<file path="config.mk">
export PLATFORM = sky130hd
export DESIGN_NAME = button_debounce
export DESIGN_NICKNAME = d
export VERILOG_FILES = /design/src/rtl/button_debounce.sv
export SDC_FILE = /design/constraint.sdc
export NUM_CORES = 1
export LEC_CHECK = 0
export ABC_AREA = 0
export CAP_MARGIN = 20
export CORE_AREA = 2 2 39 41
export CTS_CLUSTER_SIZE = 24
export DETAILED_ROUTE_END_ITERATION = 10
export DIE_AREA = 0 0 41 43
export SLEW_MARGIN = 20
export SYNTH_ARGS = -nofsm -noshare
export SYNTH_HDL_FRONTEND = slang
export SYNTH_SLANG_ARGS = --single-unit
</file>
<file path="constraint.sdc">
create_clock -name clk -period 1.53 [get_ports clk]
set_clock_uncertainty 0.2 [all_clocks]
set_input_delay 0.306 -clock clk [delete_from_list [all_inputs] [get_ports clk]]
set_output_delay 0.306 -clock clk [all_outputs]
set_load 0.02 [all_outputs]
</file>
<file path="src/rtl/button_debounce.sv">
// Push-button conditioner: input synchroniser, clk_en-paced debounce filter, press/release edge pulses.
// Optional long-press detection is built when BUTTON_LONG_PRESS_EN is defined; otherwise long_press is tied to 0.
module button_debounce #(
    parameter int SYNC_STAGES    = 2,
    parameter int DEBOUNCE_COUNT = 4,
    parameter int LONG_COUNT     = 64
) (
    input  logic clk,
    input  logic reset_n,
    input  logic clk_en,
    input  logic button_in,
    output logic button,
    output logic pressed,
    output logic released,
    output logic long_press
);

    if (SYNC_STAGES < 2) begin : g_chk_sync
        $error("SYNC_STAGES must be >= 2");
    end
    if (DEBOUNCE_COUNT < 1) begin : g_chk_deb
        $error("DEBOUNCE_COUNT must be >= 1");
    end
    if (LONG_COUNT < 1) begin : g_chk_long
        $error("LONG_COUNT must be >= 1");
    end

    localparam int CW = $clog2(DEBOUNCE_COUNT + 1);
    localparam logic [CW-1:0] CNT_LAST = CW'(DEBOUNCE_COUNT - 1);

    logic [SYNC_STAGES-1:0] sync_q;
    logic                   sync;
    logic [CW-1:0]          cnt_q, cnt_d;
    logic                   button_q, button_d;
    logic                   pressed_q, pressed_d;
    logic                   released_q, released_d;
    logic                   flip;

    assign sync = sync_q[SYNC_STAGES-1];

    // Synchroniser chain shifts every clock, independent of clk_en.
    always_ff @(posedge clk or negedge reset_n) begin
        if (!reset_n) begin
            sync_q <= '0;
        end else begin
            sync_q <= {sync_q[SYNC_STAGES-2:0], button_in};
        end
    end

    // Debounce filter: count consecutive ticks where sync disagrees with button.
    always_comb begin
        cnt_d    = cnt_q;
        button_d = button_q;
        flip     = 1'b0;
        if (clk_en) begin
            if (sync == button_q) begin
                cnt_d = '0;
            end else if (cnt_q == CNT_LAST) begin
                button_d = sync;
                cnt_d    = '0;
                flip     = 1'b1;
            end else begin
                cnt_d = cnt_q + 1'b1;
            end
        end
    end

    // Edge pulses are registered alongside button so they appear in the same cycle.
    always_comb begin
        pressed_d  = flip & sync;
        released_d = flip & ~sync;
    end

    // Debounce state and edge pulse registers.
    always_ff @(posedge clk or negedge reset_n) begin
        if (!reset_n) begin
            cnt_q      <= '0;
            button_q   <= 1'b0;
            pressed_q  <= 1'b0;
            released_q <= 1'b0;
        end else begin
            cnt_q      <= cnt_d;
            button_q   <= button_d;
            pressed_q  <= pressed_d;
            released_q <= released_d;
        end
    end

    assign button   = button_q;
    assign pressed  = pressed_q;
    assign released = released_q;

`ifdef BUTTON_LONG_PRESS_EN
    localparam int HW = $clog2(LONG_COUNT + 1);
    localparam logic [HW-1:0] HOLD_MAX = HW'(LONG_COUNT);

    logic [HW-1:0] hold_q, hold_d;
    logic          long_q, long_d;

    // Hold counter saturates so long_press fires only once per press;
    // a release qualifying on the same tick suppresses the pulse.
    always_comb begin
        hold_d = hold_q;
        long_d = 1'b0;
        if (!button_q) begin
            hold_d = '0;
        end else if (clk_en && (hold_q != HOLD_MAX)) begin
            hold_d = hold_q + 1'b1;
            long_d = (hold_d == HOLD_MAX) && !released_d;
        end
    end

    // Hold counter and long-press pulse registers.
    always_ff @(posedge clk or negedge reset_n) begin
        if (!reset_n) begin
            hold_q <= '0;
            long_q <= 1'b0;
        end else begin
            hold_q <= hold_d;
            long_q <= long_d;
        end
    end

    assign long_press = long_q;
`else
    assign long_press = 1'b0;
`endif

endmodule

</file>
Word level (Yosys, flattened, before mapping)

Index checks and enable logic that the tools add are counted.

Register bits after elaboration: 8
Input bits: 4
Output and inout port bits: 4
Logic and storage cells: 18

Add/sub/neg operators: 1
Eq/ne operators: 2
Mux-type cells: 5
Bitwise gates (word level): 4
Reduce and logical (&&, ||, !) cells: 1

Operators with widths:

| operator            | number |
|---|---|
| $mux 3              | 2 |
| $add 3x1->3 const B | 1 |
| $eq 3x2->1 const B  | 1 |
| $mux 1              | 3 |
| $reduce_and 3->1    | 1 |
| $and 1x1->1         | 2 |
| $not 1->1           | 2 |
| $eq 1x1->1          | 1 |

Longest topological paths before layout

Depth after elaboration: 5
Mapped depth: 3
Gate-level depth less buffers: 3

Least setup slack after synthesis

OpenSTA, ideal clock, no wires.

Path type: reg2reg
From: register cnt_q[0]
To: register button_q, in the netlist button
Setup time: 125 ps
Data arrival time: 985 ps
Data required time: 1205 ps
Path slack: 220 ps
Cell stages (with the launch flop): 4
Path buffers: 0
Clock period less this slack: 1310 ps
Cells stage by stage: dfrtp_1 ha_1 nand3b_2 mux2_4

Longest elaborated chain between the ends: 2

RTL lines:

| element                    | RTL line | RTL |
|---|---|---|
| start, declared            | 33       | `logic [CW-1:0] cnt_q, cnt_d;` |
| start signal, assigned     | 82       | `cnt_q <= cnt_d;` |
| $eq 3x2->1                 | 58       | `end else if (cnt_q == CNT_LAST) begin` |
| $reduce_and 3->1 (no line) | n/a      |  |
| end signal, assigned       | 83       | `button_q <= button_d;` |
| end, declared              | 34       | `logic button_q, button_d;` |

No other way between the ends.
A chain may end at the register's enable or synchronous reset.

Final worst setup path

From: register button_q, in the netlist button
To: output port button

RTL lines:

| element       | RTL line | RTL |
|---|---|---|
| end, declared | 12       | `output logic button,` |

No word-level cell between the ends.

==> run metrics <==
fin crit period 1.45 ns; CTS root buf clkbuf_4; part of the cycle the worst path needs 94.8%; slack of the critical path 0.0792 ns; CTS sink count 8; site row count 14; status finished clean; Crit-path slowest cell dfrtp_1; Critical Path End Type output pin; Worst Reg-to-Reg Cells 3; critical path type flip-flop to output pin; die area 1760 um^2; cell-by-cell trace of the critical path dlygate4sd2_1; synth unique cells 15; Post-CTS Setup Inserts 0; WP data arrival 0.94 ns; RR Endpoint cnt_q[0]$_DFFE_PN0P_; # H-tree levels 1; Min-Delay Path Class input pin to async pin; total track usage 8.75%; Layout Nets 44; delay-heaviest family, CP flip-flops; Synth area leaders dfrtp_1 (60%), mux2_4 (4.5%), nor3b_1 (4.5%); post-synthesis net count 31; largest area contributor in the netlist dfrtp_1; 1st-pass router iterations 2; Hold Fails Final Rpt 0; Die Width 41 um; max frequency 689 MHz; cts repair resizes 3; Syn Area/Cell 12.8 um^2; Initial Util 24.1%; gpl congestion 0.690; dpl cells 50; layout cells sized above 1 21.6%; Setup crit start kind flip-flop; Worst-path clk slew 0.05 ns; WL final 549 um; setup TNS 0 ns; Worst R2R Setup Slack 0.16 ns; Leakage 0.215 nW; clock latency at the later pin of the worst-skew pair 0.25 ns; # hold bufs at CTS 0; Final Non-Filler Cells 53; Post-Route Utilization 32.3%; Worst VDD drop 0.620 mV; maximum clock path buffer count 2; Antenna Cells 0; Post-Syn Area 333 um^2; DR iter-0 viols 1; vias in the first global route 240; register area share after synthesis 60.2%; post-route ant nets 0; DRC Markers 0; drt wl/cell 10.4 um; GR Overflow Total 0; WP data required 1.02 ns; vias 223; worst r2r src cnt_q[0]$_DFFE_PN0P_; first-pass GRT wire length 910 um; worst path bufs/invs 1; initial antenna violation count 0; PwrDens 1520 nW/um^2; port bufs 6; Die Y 43 um; Ys Warns 0; Yosys reg bits 8; CTS tree done; pin count of the biggest net entering global routing 9; core area 1380 um^2; worst-path fanout max 2; Max Cap Viol 0; Slew Viols, Final 0; critical path's largest stage delay 0.38 ns; pre-CTS setup slack -0.0650 ns; CTS Buf Count 3; RSZ-0062 raised after global routing no; IO Pins 8; Area Overhead vs Synth 34.2%; Post-Synthesis Cells 26; post-synth top area share 60.2%; Via density 4.21; final setup fails 0
-- placed cells by master, fill, tap and decap left out --
master and count:
clkdlybuf4s50_1 3, clkbuf_4 3, nand3b_2 1, dlygate4sd2_1 3
xnor2_1 1, nor3b_1 2, and2b_1 1, nand2_1 1
conb_1 1, nand2b_1 2, mux2_4 1, inv_1 2
ha_1 1, or2b_1 1, dfrtp_1 8, o31ai_1 1
buf_4 3, o22ai_1 2
-- cells by family (layout without fill, tap and decap cells) --
kind of cell | after synthesis | in the layout | synth area share, %
and+or+nand+nor | 8 | 8 | 17.3
buffers and inverters | 3 | 14 | 4.51
other | 1 | 1 | 1.13
DFF | 8 | 8 | 60.1
muxes | 1 | 1 | 4.51
AOI/OAI and AO/OA | 3 | 3 | 6.02
xor gates and xnor gates | 1 | 1 | 2.63
adders and majority gates | 1 | 1 | 3.76
-- routing by layer --
metal / part of all wire, % / GRT usage (%)
met4: 4.7 / 10.0
met5: 0 / 0
met2: 41 / 10.9
met1: 48 / 10.1
met3: 6.6 / 3.14
-- cell type report --
cell class,count,area (um^2)
Multi-Input combinational cell,15,118
Timing Repair Buffer,9,78.8
Fill cell,147,937
Clock buffer,3,22.5
Sequential cell,8,200
Inverter,2,7.51
Tap cell,16,20.0
-- report_power, final --
group	leakage, nW	switching [mW]	internal (mW)
Combinational	0.0981	0.102	0.127
Sequential	0.104	0.0317	0.266
Clock	0.0138	0.0642	0.0892
Total	0.215	0.198	0.483
-- how the worst max path moves through the flow --
stage	depth (start not counted)	to	slack, ns	from
after global placement	3	button$_DFFE_PN0P_	-0.009	clk_en
after detailed placement	4	cnt_q[0]$_DFFE_PN0P_	-0.07	clk_en
after global routing	1	button	0.04	button$_DFFE_PN0P_
final	1	button	0.08	button$_DFFE_PN0P_
after floorplan	3	button$_DFFE_PN0P_	0.22	cnt_q[0]$_DFFE_PN0P_
after CTS	1	button	0.07	button$_DFFE_PN0P_
-- registers in the layout, indices dropped and copies added, names as in the netlist --
| signal | count |
|---|---|
| button | 1 |
| cnt_q | 3 |
| pressed | 1 |
| released | 1 |
| sync_q | 2 |
-- metrics by stage --
step                hold WS [ns]  total power [mW]  area (um^2)
floorplan                 -0.190             0.453          333
global placement           0.139             0.537          428
detailed placement         0.137             0.544          428
CTS                        0.129             0.694          447
global route               0.146             0.737          447
finish                     0.123             0.681          447
-- cell usage after synthesis (all sizes together) --
cell type and count:
and2b 1, buf 1, conb 1, dfrtp 8
ha 1, inv 2, mux2 1, nand2 1
nand2b 2, nand3b 1, nor3b 2, o22ai 2
o31ai 1, or2b 1, xnor2 1
(Power assumes the default switching activity.)
